## src/rtl/alu_ctrl_pkg.sv

```systemverilog
// Shared types and opcode helpers for the ALU controller.
// Compact opcodes 0..8 map onto the ALU's one-hot op code bus; 9..15 are rejected.
package alu_ctrl_pkg;

  localparam int NUM_OPS = 9;

  typedef enum logic [3:0] {
    OP_SUM  = 4'd0,
    OP_DIFF = 4'd1,
    OP_NOT  = 4'd2,
    OP_NAND = 4'd3,
    OP_NOR  = 4'd4,
    OP_AND  = 4'd5,
    OP_XOR  = 4'd6,
    OP_OR   = 4'd7,
    OP_XNOR = 4'd8
  } opcode_t;

  typedef enum logic [1:0] {
    IDLE,
    ISSUE,
    CAPTURE,
    RESP
  } state_t;

  function automatic logic op_is_legal(input logic [3:0] op);
    return (int'(op) < NUM_OPS);
  endfunction

  function automatic logic [15:0] op_to_onehot(input logic [3:0] op);
    return op_is_legal(op) ? (16'h0001 << op) : 16'h0000;
  endfunction

endpackage

```

## src/rtl/alu_ctrl_arbiter.sv

```systemverilog
// Two-way request arbiter for the ALU controller.
// ALU_CTRL_RR_ARB_EN selects round-robin; otherwise requester 0 has fixed priority.
module alu_ctrl_arbiter
  import alu_ctrl_pkg::*;
(
`ifdef ALU_CTRL_RR_ARB_EN
  input  logic       clk,
  input  logic       rst_n,
  input  logic       accept,
`endif
  input  logic [1:0] req_valid,
  output logic [1:0] grant,
  output logic       grant_id
);

`ifdef ALU_CTRL_RR_ARB_EN
  logic ptr;

  // Pointer names the preferred requester and flips away from whoever was just served.
  always_ff @(posedge clk or negedge rst_n) begin
    if (!rst_n) begin
      ptr <= 1'b0;
    end else if (accept) begin
      ptr <= ~grant_id;
    end
  end

  always_comb begin
    grant = req_valid;
    if (req_valid == 2'b11) begin
      grant = ptr ? 2'b10 : 2'b01;
    end
  end
`else
  always_comb begin
    grant = 2'b00;
    if (req_valid[0]) begin
      grant = 2'b01;
    end else if (req_valid[1]) begin
      grant = 2'b10;
    end
  end
`endif

  assign grant_id = grant[1];

endmodule

```

## src/rtl/alu_controller.sv

```systemverilog
// Sequences the shared 8-bit ALU for two requesters: arbitrate, issue, capture, respond.
// Arbitration mode is chosen by ALU_CTRL_RR_ARB_EN inside alu_ctrl_arbiter.
module alu_controller
  import alu_ctrl_pkg::*;
#(
  parameter int NUM_REQ = 2
) (
  input  logic               clk,
  input  logic               rst_n,
  input  logic [NUM_REQ-1:0] req_valid,
  output logic [NUM_REQ-1:0] req_ready,
  input  logic [7:0]         req_op,
  input  logic [15:0]        req_a,
  input  logic [15:0]        req_b,
  output logic [15:0]        alu_op_code,
  output logic [7:0]         alu_a,
  output logic [7:0]         alu_b,
  input  logic [7:0]         alu_result,
  input  logic               alu_carry,
  input  logic               alu_neg,
  output logic               rsp_valid,
  input  logic               rsp_ready,
  output logic               rsp_id,
  output logic [7:0]         rsp_result,
  output logic               rsp_carry,
  output logic               rsp_neg,
  output logic               rsp_err,
  output logic               busy
);

  state_t     state;
  logic [1:0] grant;
  logic       grant_id;
  logic       accept;
  logic [3:0] sel_op;
  logic [7:0] sel_a;
  logic [7:0] sel_b;

  alu_ctrl_arbiter u_arbiter (
`ifdef ALU_CTRL_RR_ARB_EN
    .clk       (clk),
    .rst_n     (rst_n),
    .accept    (accept),
`endif
    .req_valid (req_valid),
    .grant     (grant),
    .grant_id  (grant_id)
  );

  // Gating with rst_n keeps req_ready low for the whole reset window.
  assign req_ready = (state == IDLE && rst_n) ? grant : 2'b00;
  assign accept    = |req_ready;
  assign busy      = (state != IDLE);

  assign sel_op = grant_id ? req_op[7:4] : req_op[3:0];
  assign sel_a  = grant_id ? req_a[15:8] : req_a[7:0];
  assign sel_b  = grant_id ? req_b[15:8] : req_b[7:0];

  always_ff @(posedge clk or negedge rst_n) begin
    if (!rst_n) begin
      state       <= IDLE;
      alu_op_code <= 16'h0000;
      alu_a       <= 8'h00;
      alu_b       <= 8'h00;
      rsp_valid   <= 1'b0;
      rsp_id      <= 1'b0;
      rsp_result  <= 8'h00;
      rsp_carry   <= 1'b0;
      rsp_neg     <= 1'b0;
      rsp_err     <= 1'b0;
    end else begin
      case (state)
        IDLE: begin
          if (accept) begin
            rsp_id <= grant_id;
            if (op_is_legal(sel_op)) begin
              alu_op_code <= op_to_onehot(sel_op);
              alu_a       <= sel_a;
              alu_b       <= sel_b;
              state       <= ISSUE;
            end else begin
              // Illegal opcodes never reach the ALU; answer straight away.
              rsp_result <= 8'h00;
              rsp_carry  <= 1'b0;
              rsp_neg    <= 1'b0;
              rsp_err    <= 1'b1;
              rsp_valid  <= 1'b1;
              state      <= RESP;
            end
          end
        end
        ISSUE: begin
          alu_op_code <= 16'h0000;
          state       <= CAPTURE;
        end
        CAPTURE: begin
          rsp_result <= alu_result;
          rsp_carry  <= alu_carry;
          rsp_neg    <= alu_neg;
          rsp_err    <= 1'b0;
          rsp_valid  <= 1'b1;
          state      <= RESP;
        end
        RESP: begin
          if (rsp_ready) begin
            rsp_valid <= 1'b0;
            state     <= IDLE;
          end
        end
        default: state <= IDLE;
      endcase
    end
  end

endmodule

```

## config.mk

```make
export PLATFORM = sky130hd
export DESIGN_NAME = alu_controller
export DESIGN_NICKNAME = d
export VERILOG_FILES = /design/src/rtl/alu_ctrl_pkg.sv /design/src/rtl/alu_ctrl_arbiter.sv /design/src/rtl/alu_controller.sv
export SDC_FILE = /design/constraint.sdc
export NUM_CORES = 1
export LEC_CHECK = 0
export ABC_CLOCK_PERIOD_IN_PS = 2300
export BUFFER_PORTS_ARGS = -buffer_cell sky130_fd_sc_hd__buf_2
export CAP_MARGIN = 40
export CELL_PAD_IN_SITES_DETAIL_PLACEMENT = 0
export CELL_PAD_IN_SITES_GLOBAL_PLACEMENT = 1
export CORE_UTILIZATION = 31
export CTS_CLUSTER_SIZE = 20
export DETAILED_ROUTE_END_ITERATION = 8
export PLACE_DENSITY_LB_ADDON = 0.1
export SYNTH_ARGS = -nofsm -noshare
export SYNTH_HDL_FRONTEND = slang
export SYNTH_SLANG_ARGS = --single-unit
```

## constraint.sdc

```tcl
create_clock -name clk -period 2.3 [get_ports clk]
set_input_delay 0.115 -clock clk [delete_from_list [all_inputs] [get_ports clk]]
set_output_delay 0.115 -clock clk [all_outputs]
set_load 0.01 [all_outputs]
```

==> results.yml <==
sta:
  rsz0062_at_grt: "false"
  fmax_ghz: 0.499
  hold_ws_ps: -27.3
  fin_crit_ps: 2000
  drv_slew: 0
  timing.setup.tns_ps: 0
  finClkSkew_ps: 8.96
  finalSetupViolations: 0
  min_period_over_period_pct: 87.1
  finalHoldViolCount: 37
  relSlewSlack_pct: 59.5
  worst_slack_ps: 297
  worst_pin_slew_ps: 607
placed_design:
  place.gp.congestion: 0.828
  portBuffers: 102
  dp_hpwl_microns: 4090
  preCtsSetupSlack_ps: 225
  place_inst: 392
critical_path:
  cp_data_arrival_time_ps: 2200
  r2r_start: "state[0]"
  r2r_slack_ps: 300
  cp-start-kind: "register"
  worstPathMaxFanout: 10
  worstPathRequired_ps: 2500
  crit_type: "register to register"
  cp-end-kind: "register"
  r2r_end: "alu_op_code[11]"
  rr_worst_depth: 7
route:
  antenna_left: 0
  wl_per_cell_microns: 14.1
  vias: 1844
  drc: 0
  wl_met2_microns: 2730
  drt-initial-drc-count: 79
  post_drt_via_cell_ratio: 4.62
  first_pass_iters: 4
  highest_layer: "met4"
  wl_microns: 5620
  met3_length_microns: 331
  wl_met1_microns: 2510
cts:
  cts-buffers-inserted: 5
  htreeDepth: 2
  clock-sinks: 47
  cts.clk_slew.worst_paths_ps: 90
  cts-root-buf: "clkbuf_8"
  post_cts_buffers: 0
  hold_buffers: 0
  cts_resized: 0
  cts_tree: "done"
  clkLatencyLatePin_ps: 300
  clockBufferDepth: 2
pwr:
  power.leakage_nw: 1.61
  p_per_area_nw_per_um2: 1100
  irDropWorstVdd_mv: 0.359
floorplan:
  dieArea_sq_um: 7570
  boundaryPins: 103
  die_w_microns: 87.0
  die_h_microns: 87.0
  std_cell_rows: 30
  start_util_pct: 32.4
  core_area_sq_um: 6910
cells_and_area:
  areaGrowthSynthToFinish_pct: 31.8
  instances_no_fill: 399
  nFillCells: 746
  drive_above_1_share_pct: 42.6
  finalNetCount: 363
  num_antenna_cells: 0
global_route:
  grt.overflow.total: 0
  grt_pass1_vias: 1816
  grt_pass1_wl_microns: 8940
  grt_max_degree: 49
  antenna_found_initial: 0
  gr-usage-all-layers_pct: 15.6
yosys:
  avgSynthCellArea_sq_um: 11.3
  synth_area_sq_um: 2240
  syn_nets: 259
  syn_inst: 199
  ys_seq_area_share_pct: 52.5
  ys_types: 34
  yosys_warnings: 0
  ys_seq_elements: 47
status:
  status: "finished, violations left"
  violations: "hold timing"
flow_run:
  cap_viol_max_count: 0
worst_hold_path:
  min-delay-path-class: "input pin to async pin"
metal layers:
layer,global-route usage [%],vias up
li1,-,908
met1,20.4,865
met2,25.6,66
met3,3.79,5
met4,4.55,0
met5,0,-
cells in the mapped netlist, drive strengths merged:
cell / number / area share (%)
a21oi: 3 / 0.84
a22o: 10 / 3.9
a311o: 1 / 0.45
a31o: 1 / 0.39
a31oi: 4 / 1.1
and2: 7 / 2.0
and3: 1 / 0.28
buf: 6 / 2.1
clkbuf: 5 / 0.84
dfrtp: 47 / 52
ha: 5 / 2.8
inv: 7 / 1.2
mux2: 10 / 5.5
mux2i: 19 / 8.5
nand2: 4 / 0.67
nand2b: 4 / 1.5
nor2: 12 / 2.0
nor2b: 4 / 1.1
nor3: 1 / 0.22
nor3b: 3 / 1.0
nor4b: 1 / 0.39
o211ai: 1 / 0.34
o21a: 2 / 1.0
o21ai: 36 / 8.0
o22ai: 1 / 0.28
o31ai: 1 / 0.34
or2: 1 / 0.28
or3: 2 / 0.56
layout by cell type (no fill, tap or decap), types with 2 or more instances in the layout:
cell      instances
mux2_4            3
buf_2           102
o21ai_0          36
a22o_1           10
mux2_2            7
mux2i_1          19
nand2_1           4
or3_1             2
nor2_1           12
a31oi_1           4
nand2b_1          3
nor3b_1           3
buf_4             6
clkbuf_8          5
a21oi_1           2
nor2b_1           4
and2_1            7
inv_1             7
dfrtp_1          47
ha_1              5
how the worst max path moves through the flow:
stage / slack, ps / end / from / depth (start not counted)
floorplan: 170 / alu_op_code[6] / state[0] / 9
global placement: 300 / alu_op_code[3] / req_valid[0] / 6
detailed placement: 230 / alu_op_code[4] / req_valid[0] / 6
CTS: 290 / alu_op_code[14] / state[0] / 7
global route: 170 / alu_op_code[11] / state[0] / 7
finish: 300 / alu_op_code[11] / state[0] / 7
stage by stage:
| step | cell area [sq um] | hold WS, ps | total power, mW | utilization [%] |
|---|---|---|---|---|
| floorplan | 2240 | -181 | 2.15 | - |
| global placement | 2850 | 338 | 2.68 | 41.3 |
| detailed placement | 2850 | 343 | 2.68 | 41.3 |
| CTS | 2950 | 12.4 | 3.29 | 42.8 |
| global route | 2950 | 19.5 | 3.49 | 42.8 |
| finish | 2950 | -27.3 | 3.25 | 42.8 |
cell families (layout without fill, tap and decap cells):
| group | count (synthesis) | count (layout) | synth area share [%] |
|---|---|---|---|
| AOI/OAI and AO/OA | 60 | 60 | 16.7 |
| adders and majority gates | 5 | 5 | 2.79 |
| buffers and inverters | 18 | 122 | 4.08 |
| DFF | 47 | 47 | 52.5 |
| muxes | 29 | 29 | 14.0 |
| and+or+nand+nor | 40 | 40 | 9.94 |
report_power, final:
group	total, mW	internal, mW	switching [mW]
combinational	1.37	0.622	0.750
clock	0.596	0.319	0.277
sequential	1.28	1.13	0.149
final cells by class:
type / count / area (sq um) / area share (%)
Sequential cell: 47 / 1180 / 39.8
Multi-Input combinational cell: 134 / 973 / 33.0
Timing Repair Buffer: 108 / 556 / 18.8
Tap cell: 96 / 120 / 4.07
Clock buffer: 6 / 72.6 / 2.46
Clock inverter: 1 / 30.0 / 1.02
Inverter: 7 / 26.3 / 0.889
state kept, by name (all words and copies together) (netlist names):
signal	cells
state	2
alu_op_code	16
rsp_valid	1
rsp_id	1
rsp_neg	1
rsp_result	8
rsp_err	1
alu_a	8
rsp_carry	1
alu_b	8
worst max-delay path, cell delays in order (launching register included):
cell and delay (ps):
dfrtp_1 410, inv_1 130, ha_1 180, nand2_1 110
or2_2 330, o21a_1 360, buf_4 230, and2_1 150
Power figures use the tool's default switching activity.
